## src/rtl/cordic_pkg.sv

```systemverilog
`default_nettype none
// +----------------------------------------------------------------------+
// | Package  : cordic_pkg                                                |
// | Brief    : Shared defaults, word-set type and width helpers for the  |
// |            CORDIC job queue.                                         |
// | Revision : 1.0                                                       |
// +----------------------------------------------------------------------+
package cordic_pkg;

  localparam int C_DEF_WIDTH = 32;
  localparam int C_DEF_DEPTH = 4;

  typedef struct packed {
    logic [31:0] x;
    logic [31:0] y;
    logic [31:0] z;
    logic [31:0] control;
  } cordic_word_set_t;

  function automatic int clog2(input int n);
    int r;
    int v;
    r = 0;
    v = n - 1;
    while (v > 0) begin
      r = r + 1;
      v = v >> 1;
    end
    return r;
  endfunction

  // Occupancy counters must represent both 0 and a completely full queue.
  function automatic int occ_width(input int depth);
    return clog2(depth) + 1;
  endfunction

endpackage
`default_nettype wire

```

## src/rtl/cordic_sync_fifo.sv

```systemverilog
`default_nettype none
// +----------------------------------------------------------------------+
// | Module   : cordic_sync_fifo                                          |
// | Brief    : Single-clock FIFO with occupancy counter, full/empty      |
// |            derived from the counter, synchronous active-high rst.    |
// | Revision : 1.0                                                       |
// +----------------------------------------------------------------------+
module cordic_sync_fifo
  import cordic_pkg::*;
#(
  parameter int WIDTH = 128,
  parameter int DEPTH = 4
) (
  input  logic                        clk,
  input  logic                        rst,
  input  logic                        push_i,
  input  logic [WIDTH-1:0]            data_i,
  input  logic                        pop_i,
  output logic [WIDTH-1:0]            data_o,
  output logic                        full_o,
  output logic                        empty_o,
  output logic [occ_width(DEPTH)-1:0] count_o
);

  localparam int AW = clog2(DEPTH);
  localparam int CW = occ_width(DEPTH);

  logic [WIDTH-1:0] mem_q [DEPTH];
  logic [AW-1:0]    wr_ptr_q, wr_ptr_d;
  logic [AW-1:0]    rd_ptr_q, rd_ptr_d;
  logic [CW-1:0]    count_q, count_d;
  logic             w_push;
  logic             w_pop;

  assign full_o  = (count_q == CW'(DEPTH));
  assign empty_o = (count_q == '0);
  assign count_o = count_q;
  assign data_o  = mem_q[rd_ptr_q];

  assign w_push = push_i && !full_o;
  assign w_pop  = pop_i && !empty_o;

  // Pointers wrap for free because DEPTH is a power of two.
  always_comb begin
    wr_ptr_d = wr_ptr_q;
    rd_ptr_d = rd_ptr_q;
    count_d  = count_q;
    if (w_push) wr_ptr_d = wr_ptr_q + AW'(1);
    if (w_pop)  rd_ptr_d = rd_ptr_q + AW'(1);
    if (w_push && !w_pop)      count_d = count_q + CW'(1);
    else if (!w_push && w_pop) count_d = count_q - CW'(1);
  end

  always_ff @(posedge clk) begin
    if (rst) begin
      wr_ptr_q <= '0;
      rd_ptr_q <= '0;
      count_q  <= '0;
    end else begin
      wr_ptr_q <= wr_ptr_d;
      rd_ptr_q <= rd_ptr_d;
      count_q  <= count_d;
    end
  end

  always_ff @(posedge clk) begin
    if (w_push) mem_q[wr_ptr_q] <= data_i;
  end

endmodule
`default_nettype wire

```

## src/rtl/cordic_job_queue.sv

```systemverilog
`default_nettype none
// +----------------------------------------------------------------------+
// | Module   : cordic_job_queue                                          |
// | Brief    : Credit-controlled command/result queues between host and  |
// |            CORDIC controller. CORDIC_JOBQ_BYPASS_EN enables same-    |
// |            cycle issue of a command into an empty queue.             |
// | Revision : 1.0                                                       |
// +----------------------------------------------------------------------+
module cordic_job_queue
  import cordic_pkg::*;
#(
  parameter int p_WIDTH = C_DEF_WIDTH,
  parameter int p_DEPTH = C_DEF_DEPTH
) (
  input  logic                          clk,
  input  logic                          rst,
  input  logic                          cmdValid,
  output logic                          cmdReady,
  input  logic [p_WIDTH-1:0]            cmdX,
  input  logic [p_WIDTH-1:0]            cmdY,
  input  logic [p_WIDTH-1:0]            cmdZ,
  input  logic [p_WIDTH-1:0]            cmdControl,
  output logic                          jobValid,
  input  logic                          jobReady,
  output logic [p_WIDTH-1:0]            jobX,
  output logic [p_WIDTH-1:0]            jobY,
  output logic [p_WIDTH-1:0]            jobZ,
  output logic [p_WIDTH-1:0]            jobControl,
  input  logic                          resValid,
  input  logic [p_WIDTH-1:0]            resX,
  input  logic [p_WIDTH-1:0]            resY,
  input  logic [p_WIDTH-1:0]            resZ,
  input  logic [p_WIDTH-1:0]            resControl,
  output logic                          outValid,
  input  logic                          outReady,
  output logic [p_WIDTH-1:0]            outX,
  output logic [p_WIDTH-1:0]            outY,
  output logic [p_WIDTH-1:0]            outZ,
  output logic [p_WIDTH-1:0]            outControl,
  input  logic                          irqEnable,
  output logic                          interrupt,
  output logic                          error,
  output logic [occ_width(p_DEPTH)-1:0] cmdCount,
  output logic [occ_width(p_DEPTH)-1:0] resCount
);

  localparam int CW = occ_width(p_DEPTH);
  localparam int SW = 4 * p_WIDTH;

  logic [SW-1:0] w_cmd_wdata, w_cmd_head, w_job_data;
  logic [SW-1:0] w_res_wdata, w_res_head;
  logic          w_cmd_full, w_cmd_empty;
  logic          w_res_full, w_res_empty;
  logic          w_credit, w_cmd_fire, w_bypass, w_issue;
  logic          w_res_valid, w_capture, w_stray, w_out_fire;
  logic [CW:0]   w_occ_sum;
  logic [CW-1:0] w_res_count_d;
  logic [CW-1:0] inflight_q, inflight_d;
  logic          error_q, interrupt_q;

  assign w_cmd_wdata = {cmdX, cmdY, cmdZ, cmdControl};
  assign w_res_wdata = {resX, resY, resZ, resControl};

  // Reserve a result slot for every job before it leaves, so the result queue cannot overflow.
  assign w_occ_sum = {1'b0, resCount} + {1'b0, inflight_q};
  assign w_credit  = !w_res_full && (w_occ_sum < (CW+1)'(p_DEPTH));

  assign cmdReady   = !w_cmd_full && !rst;
  assign w_cmd_fire = cmdValid && cmdReady;

`ifdef CORDIC_JOBQ_BYPASS_EN
  assign w_bypass   = w_cmd_empty && w_credit && jobReady && w_cmd_fire;
  assign w_job_data = w_bypass ? w_cmd_wdata : w_cmd_head;
`else
  assign w_bypass   = 1'b0;
  assign w_job_data = w_cmd_head;
`endif

  assign jobValid = !rst && ((!w_cmd_empty && w_credit) || w_bypass);
  assign w_issue  = jobValid && jobReady;
  assign {jobX, jobY, jobZ, jobControl} = w_job_data;

  assign w_res_valid = resValid && !rst;
  assign w_capture   = w_res_valid && (inflight_q != '0);
  assign w_stray     = w_res_valid && (inflight_q == '0);

  assign outValid   = !w_res_empty && !rst;
  assign w_out_fire = outValid && outReady;
  assign {outX, outY, outZ, outControl} = w_res_head;

  assign interrupt = interrupt_q;
  assign error     = error_q;

  cordic_sync_fifo #(.WIDTH(SW), .DEPTH(p_DEPTH)) u_cmd_fifo (
    .clk    (clk),
    .rst    (rst),
    .push_i (w_cmd_fire && !w_bypass),
    .data_i (w_cmd_wdata),
    .pop_i  (w_issue && !w_bypass),
    .data_o (w_cmd_head),
    .full_o (w_cmd_full),
    .empty_o(w_cmd_empty),
    .count_o(cmdCount)
  );

  cordic_sync_fifo #(.WIDTH(SW), .DEPTH(p_DEPTH)) u_res_fifo (
    .clk    (clk),
    .rst    (rst),
    .push_i (w_capture),
    .data_i (w_res_wdata),
    .pop_i  (w_out_fire),
    .data_o (w_res_head),
    .full_o (w_res_full),
    .empty_o(w_res_empty),
    .count_o(resCount)
  );

  always_comb begin
    inflight_d    = inflight_q;
    w_res_count_d = resCount;
    if (w_issue && !w_capture)      inflight_d = inflight_q + CW'(1);
    else if (!w_issue && w_capture) inflight_d = inflight_q - CW'(1);
    if (w_capture && !w_out_fire)      w_res_count_d = resCount + CW'(1);
    else if (!w_capture && w_out_fire) w_res_count_d = resCount - CW'(1);
  end

  always_ff @(posedge clk) begin
    if (rst) begin
      inflight_q  <= '0;
      error_q     <= 1'b0;
      interrupt_q <= 1'b0;
    end else begin
      inflight_q  <= inflight_d;
      error_q     <= error_q || w_stray;
      interrupt_q <= irqEnable && (w_res_count_d != '0);
    end
  end

endmodule
`default_nettype wire

```

## config.mk

```make
export PLATFORM = sky130hd
export DESIGN_NAME = cordic_job_queue
export DESIGN_NICKNAME = d
export VERILOG_FILES = /design/src/rtl/cordic_pkg.sv /design/src/rtl/cordic_sync_fifo.sv /design/src/rtl/cordic_job_queue.sv
export SDC_FILE = /design/constraint.sdc
export NUM_CORES = 1
export LEC_CHECK = 0
export CAP_MARGIN = 20
export CELL_PAD_IN_SITES_DETAIL_PLACEMENT = 1
export CELL_PAD_IN_SITES_GLOBAL_PLACEMENT = 1
export CORE_UTILIZATION = 40
export CTS_CLUSTER_SIZE = 30
export DETAILED_ROUTE_END_ITERATION = 12
export GPL_ROUTABILITY_DRIVEN = 1
export HOLD_SLACK_MARGIN = 0.08
export PLACE_DENSITY = 0.69
export SYNTH_ARGS = -nofsm -noshare
export SYNTH_HDL_FRONTEND = slang
export SYNTH_SLANG_ARGS = --single-unit
```

## constraint.sdc

```tcl
create_clock -name clk -period 6.2 [get_ports clk]
set_input_delay 0.93 -clock clk [delete_from_list [all_inputs] [get_ports clk]]
set_output_delay 0.93 -clock clk [all_outputs]
set_load 0.01 [all_outputs]
```

==> flow_metrics.py, run 1 <==
metrics = {
    "run_status": {
        "status": "completed",
    },
    "die": {
        "top_level_ports": 530,
        "die_area_mm2": 0.09663,
        "rows": 112,
        "fp.dieH_um": 310.9,
        "die-width_um": 310.9,
        "core_region_area_mm2": 0.09389,
        "start_util_pct": 40.64,
    },
    "placed_design": {
        "numPlacedInstances": 3227,
        "port_buffer_cells": 529,
        "detailed_place_hpwl_mm": 56.62,
        "routabilityCongestion": 0.7531,
    },
    "yosys": {
        "syn-num-nets": 1760,
        "post_synthesis_cell_count": 1479,
        "synth_enable_flop_cells": 1024,
        "library_cell_with_the_highest_instance_count_after_synthesis": "sky130_fd_sc_hd__edfxtp_1",
        "synthesis.area_mm2": 0.03816,
        "postSynth.asyncResetShare_pct": 0,
        "yosysSeqAreaShare_pct": 81.79,
        "synth.largest_area_cell": "sky130_fd_sc_hd__edfxtp_1",
        "synth.ff_latch_count": 1047,
        "ys_dominant_reg_cell": "sky130_fd_sc_hd__edfxtp_1",
        "synth_warnings": 0,
        "synth.avg_cell_area_um2": 25.80,
        "synthDominantCellAreaShare_pct": 80.58,
        "ys_top_cells_by_count": "sky130_fd_sc_hd__edfxtp_1 (1,024), sky130_fd_sc_hd__mux4_2 (256), sky130_fd_sc_hd__buf_4 (26), sky130_fd_sc_hd__dfxtp_1 (23)",
        "ys_top_cells_by_area": "sky130_fd_sc_hd__edfxtp_1 (81%), sky130_fd_sc_hd__mux4_2 (15%), sky130_fd_sc_hd__dfxtp_1 (1.2%)",
        "synthDistinctLibCells": 36,
    },
    "clocking": {
        "root_buffer": "sky130_fd_sc_hd__clkbuf_16",
        "cts_hold_buffers": 0,
        "clk_path_buf_depth": 3,
        "post-cts-setup-buffers": 0,
        "cts_resized": 0,
        "cts_made_buffers": 108,
        "clkLatencyLatePin_ps": 670,
        "clkTransAtPathRegs_ps": 50,
        "htreeDepth": 3,
        "clock_tree_from_tritoncts": "done",
        "clkSinkCount": 1047,
    },
    "worst_setup_path": {
        "cp_top_family": "buffers and inverters",
        "r2r_setup_slk_ps": 3150,
        "critPathMaxStageDelay_ps": 980,
        "critPathBufInv": 2,
        "worstSetupPathType": "reg2out",
        "setup.worst_path.end_class": "output pin",
        "crit_path_max_fanout": 62,
        "worstSetupStartpointType": "flop",
        "arrival_time_reported_for_the_critical_path_endpoint_ps": 3320,
        "cp.required_ps": 5270,
        "cpMaxStageDelayCell": "sky130_fd_sc_hd__dfxtp_4",
        "worstPathCellList": "buf_4 > mux4_2 > clkdlybuf4s50_1",
    },
    "drt": {
        "vias": 17580,
        "final_antenna_violating_net_count": 0,
        "post_drt_via_cell_ratio": 5.110,
        "routed_wl_mm": 88.85,
        "dr_drc_count": 0,
        "dr.first_iter.drc_count": 1219,
        "drtPass1Iterations": 5,
        "wl_per_cell_um": 25.82,
    },
    "final_layout": {
        "nets": 2364,
        "layout.cells.non_filler": 3441,
        "layout-area-overhead-vs-synth_pct": 27.35,
        "share_of_final_layout_standard_cells_stronger_than_drive_strength_1_pct": 20.97,
    },
    "sta": {
        "fin_tns_setup_ps": 0,
        "maxSlewViolCount": 0,
        "worstMarginPinSlew_ps": 1057,
        "slew-limit-headroom_pct": 29.51,
        "hold_viol_final": 0,
        "finalWorstPathRequiredPeriod_ps": 4250,
        "setup_skew_after_layout_ps": 17.90,
        "number_of_failing_setup_endpoints_in_the_final_timing_report": 0,
        "max_freq_ghz": 0.2353,
        "rsz0062_at_grt": "false",
        "timing.final.crit_share_pct": 68.56,
    },
    "global_routing": {
        "number_of_global_route_vias_before_repair": 19270,
        "antenna_found_initial": 14,
        "grt_pass1_wl_mm": 130.3,
        "globalRoute.totalOverflow": 0,
        "grt_use_total_pct": 18.33,
        "largest_net_degree_at_the_start_of_global_routing": 113,
    },
    "min_path": {
        "hold_class": "reg2reg",
    },
    "power": {
        "power_per_cell_area_mw_per_mm2": 390.0,
        "p_leak_nw": 15.07,
        "vdd.ir_drop.worst_uv": 260.1,
    },
    "job": {
        "maxCapViolCount": 0,
    },
}
per-stage QoR:
step	total power [mW]	utilization [%]	instance area (um^2)	hold slack, ps	setup slack [ps]
global placement	12.73	47.98	45050	451.8	1879
CTS	19.24	51.73	48570	481.6	1812
detailed placement	12.82	47.98	45050	480.7	1950
finish	18.95	51.76	48600	475.5	1950
global route	19.63	51.76	48600	491.7	1736
floorplan	10.73	-	38160	435.3	1393
worst register-to-register path, stage by stage, from the launching register on:
cell	delay (ps)
sky130_fd_sc_hd__dfxtp_1	520
sky130_fd_sc_hd__inv_1	150
sky130_fd_sc_hd__ha_1	250
sky130_fd_sc_hd__nand2_1	90
sky130_fd_sc_hd__and4b_1	400
sky130_fd_sc_hd__and2_4	620
sky130_fd_sc_hd__buf_4	630
final timing paths:
path / start / endpoint / depth (start not counted)
worst max-delay path: flop / outZ[5] / 3
worst min-delay path: u_cmd_fifo.rd_ptr_q[1] / flop / 1
worst min register to register: u_cmd_fifo.rd_ptr_q[1] / flop / 1
worst max register to register: u_res_fifo.count_o[0] / u_res_fifo.mem_q[1][38] / 6
area by class of cell:
class / count / area, um^2
fillers: 8200 / 45290
well taps: 1254 / 1569
multi-input cells: 359 / 6583
flip-flops and latches: 1047 / 31220
diodes: 12 / 30.03
clock buffers: 131 / 2861
repair buffers: 554 / 5620
inverters: 13 / 48.80
clock inverters: 71 / 658.1
routing by layer:
layer	GRT usage, %	vias up	part of all wire [%]	routed length, um
met2	31.73	485	53	47100
met3	3.832	154	4.4	3893
met1	21.97	9352	39	34240
li1	-	7591	-	-
met4	8.453	2	4.1	3604
met5	0	-	0.015	13
registers in the layout, indices dropped and copies added, names as in the netlist, named ones only:
name and cells:
u_cmd_fifo.wr_ptr_q 2, u_res_fifo.wr_ptr_q 2, u_res_fifo.rd_ptr_q 2, error 1, u_res_fifo.count_o 3, inflight_q 3, u_cmd_fifo.mem_q 512, u_res_fifo.mem_q 512
u_cmd_fifo.count_o 3, u_cmd_fifo.rd_ptr_q 2, interrupt 1
power breakdown:
| group | switching [mW] | total (mW) | internal, mW |
|---|---|---|---|
| logic | 1.86 | 4.11 | 2.25 |
| registers | 0.259 | 8.47 | 8.21 |
| clock network | 2.67 | 6.38 | 3.71 |
| total | 4.78 | 19.0 | 14.2 |
cells in the final DEF (no fill, tap or decap), drive strengths merged:
cell           Yosys  final
edfxtp          1024   1024
clkdlybuf4s50      0    529
mux4             256    256
clkbuf            17    131
clkinv             0     43
buf               43     25
dfxtp             23     23
inv               13     21
nor2              17     17
ha                16     16
diode              0     12
xor2              10     10
bufinv             0     10
clkinvlp           0     10
nand2              8      8
a21oi              8      8
and2               8      8
mux2i              6      6
or3                5      5
o21ai              3      3
nand3              2      2
xnor2              2      2
fa                 2      2
nor3               2      2
nor2b              2      2
o31ai              2      2
a211oi             1      1
and4b              1      1
nor3b              1      1
nor4               1      1
nand2b             1      1
o311ai             1      1
o41ai              1      1
a2111o             1      1
o211ai             1      1
nor4b              1      1
logic make-up (layout without fill, tap and decap cells):
group / after synthesis / count (layout) / synth area share [%]
buffers and inverters: 73 / 769 / 1.010
AO/OA/AOI/OAI: 18 / 18 / 0.3443
XOR/XNOR: 12 / 12 / 0.2754
flip-flops: 1047 / 1047 / 81.79
multiplexers: 262 / 262 / 15.27
adder cells (fa/ha/maj): 18 / 18 / 0.6296
other: 0 / 12 / 0
AND/OR/NAND/NOR: 49 / 49 / 0.6821
No activity file was read; power rests on OpenSTA's default activity.
==> run 2: changes to the inputs <==
- PLACE_DENSITY: 0.69 -> 0.72
- clock period: 6.2 -> 3.9 ns (I/O delays scaled with it)
==> run 2 against run 1 <==
Net effect: critical path depth stayed put; combinational power is 65% higher; clock power is 58% higher; clock skew is 5.6 ps higher.
==> flow_metrics.py, run 2 (same netlist as run 1, synthesis figures left out) <==
metrics = {
    "power": {
        "internal_power_mw": 22.64,
        "p_leak_nw": 15.35,
        "power_per_cell_area_mw_per_mm2": 617.1,
        "vdd.ir_drop.worst_uv": 386.8,
        "power_switching_share_pct": 25.36,
        "net_switching_power_mw": 7.693,
        "power.sequential.fraction_pct": 44.2,
        "pwr-share-clk_pct": 33.4,
        "power_frac_comb_pct": 22.4,
    },
    "sta": {
        "finalWorstPathRequiredPeriod_ps": 3532,
        "setup_skew_after_layout_ps": 23.49,
        "timing.final.crit_share_pct": 90.56,
        "rsz0062_at_grt": "false",
        "hold_viol_final": 0,
        "fin_tns_setup_ps": 0,
        "max_freq_ghz": 0.2831,
        "number_of_failing_setup_endpoints_in_the_final_timing_report": 0,
        "worstMarginPinSlew_ps": 652.0,
        "maxSlewViolCount": 0,
        "slew-limit-headroom_pct": 56.53,
    },
    "final_layout": {
        "layout.cells.most_common": "sky130_fd_sc_hd__edfxtp_1",
        "layout-area-overhead-vs-synth_pct": 28.83,
        "nets": 2402,
        "utilization_pct": 52.36,
        "most-common-layout-cells": "sky130_fd_sc_hd__edfxtp_1 (1,024), sky130_fd_sc_hd__clkdlybuf4s50_1 (529), sky130_fd_sc_hd__mux4_2 (256)",
        "share_of_final_layout_standard_cells_stronger_than_drive_strength_1_pct": 21.86,
        "reg_top3": "u_cmd_fifo.mem_q (512), u_res_fifo.mem_q (512)",
        "fill_cells": 8224,
        "layout.cells.non_filler": 3489,
    },
    "global_routing": {
        "grt_pass1_wl_mm": 136.7,
        "globalRoute.totalOverflow": 0,
        "antenna_found_initial": 23,
        "number_of_global_route_vias_before_repair": 19800,
        "grt_use_total_pct": 19.37,
        "largest_net_degree_at_the_start_of_global_routing": 48,
    },
    "drt": {
        "vias": 18010,
        "dr.first_iter.drc_count": 1310,
        "routed_wl_mm": 94.07,
        "final_antenna_violating_net_count": 0,
        "drtPass1Iterations": 7,
        "wl_per_cell_um": 26.96,
        "post_drt_via_cell_ratio": 5.162,
        "dr_drc_count": 0,
    },
    "worst_setup_path": {
        "worstSetupPathType": "reg2out",
        "cp.required_ps": 3310,
        "crit_path_max_fanout": 47,
        "arrival_time_reported_for_the_critical_path_endpoint_ps": 2950,
        "reg2reg_from": "u_res_fifo.count_o[2]",
        "setup.worst_path.end_class": "output pin",
        "worstSetupStartpointType": "flop",
        "rr_worst_depth": 10,
        "r2r_setup_slk_ps": 1050,
        "timing.rr.end": "inflight_q[2]",
    },
    "die": {
        "die_area_mm2": 0.09663,
        "core_region_area_mm2": 0.09389,
        "die-width_um": 310.9,
        "top_level_ports": 530,
        "rows": 112,
        "fp.dieH_um": 310.9,
        "start_util_pct": 40.64,
    },
    "clocking": {
        "cts_hold_buffers": 0,
        "clk_path_buf_depth": 3,
        "htreeDepth": 3,
        "root_buffer": "sky130_fd_sc_hd__clkbuf_16",
        "post-cts-setup-buffers": 0,
        "clkSinkCount": 1047,
        "clkTransAtPathRegs_ps": 60,
        "clkLatencyLatePin_ps": 680,
        "cts_made_buffers": 110,
        "clock_tree_from_tritoncts": "done",
        "cts_resized": 0,
    },
    "min_path": {
        "whs_endpoint": "interrupt",
        "worst_hold_startpoint": "irqEnable",
        "worstHoldPathCells": 3,
        "hold_class": "in2reg",
    },
    "placed_design": {
        "numPlacedInstances": 3263,
        "routabilityCongestion": 0.7766,
        "port_buffer_cells": 529,
        "detailed_place_hpwl_mm": 62.59,
    },
    "run_status": {
        "status": "completed",
    },
    "job": {
        "maxCapViolCount": 0,
    },
}
==> run 2: metrics by stage <==
| step | power, mW | setup slack, ps | cell area (um^2) | hold WS, ps |
|---|---|---|---|---|
| 2_1_floorplan | 17.01 | 669.4 | 38170 | 435.3 |
| 3_3_place_gp | 20.37 | 707.6 | 45600 | 464.3 |
| 3_5_place_dp | 20.53 | 698.2 | 45600 | 471.2 |
| 4_1_cts | 30.74 | 228.7 | 49100 | 426.4 |
| 5_1_grt | 31.36 | 183.5 | 49160 | 468.8 |
| 6_report | 30.33 | 368.0 | 49160 | 487.7 |
==> run 2: cell type report <==
type	instances	area, um^2	share of cell area, %
Sequential cell	1047	31220	63.52
Clock inverter	64	516.7	1.051
Timing Repair Buffer	590	6178	12.57
Tap cell	1254	1569	3.192
Antenna cell	21	52.55	0.1069
Multi-Input combinational cell	359	6583	13.39
Inverter	13	48.80	0.09927
Clock buffer	141	2984	6.071
==> run 2: how the worst max path moves through the flow <==
stage	cells past startpoint	to	startpoint
after detailed placement	6	u_res_fifo.mem_q[3][16]	rst
after CTS	3	outControl[2]	flop
after global placement	10	inflight_q[2]	rst
after global routing	3	outZ[10]	flop
final	3	outZ[10]	flop
after floorplan	6	u_res_fifo.mem_q[0][0]	u_res_fifo.count_o[0]
==> run 2: worst max-delay path, stage by stage, from the launching register on <==
cell and delay [ps]:
sky130_fd_sc_hd__dfxtp_4 660, sky130_fd_sc_hd__buf_12 370, sky130_fd_sc_hd__mux4_2 550, sky130_fd_sc_hd__clkdlybuf4s50_1 590
==> run 2: layer usage <==
metal	vias up	track usage, %	wire [um]
met5	-	0	55
met4	8	10.80	4434
met3	187	3.919	4388
met2	542	33.29	49460
met1	9587	22.76	35730
li1	7687	-	-
==> run 2: power by group through the flow <==
stage               sequential (mW)  combinational [mW]  clock (mW)
floorplan                      13.5                3.54           0
global placement               13.6                6.78           0
detailed placement             13.7                6.87           0
CTS                            13.4                6.93        10.4
global route                   13.5                7.14        10.7
finish                         13.4                6.80        10.1
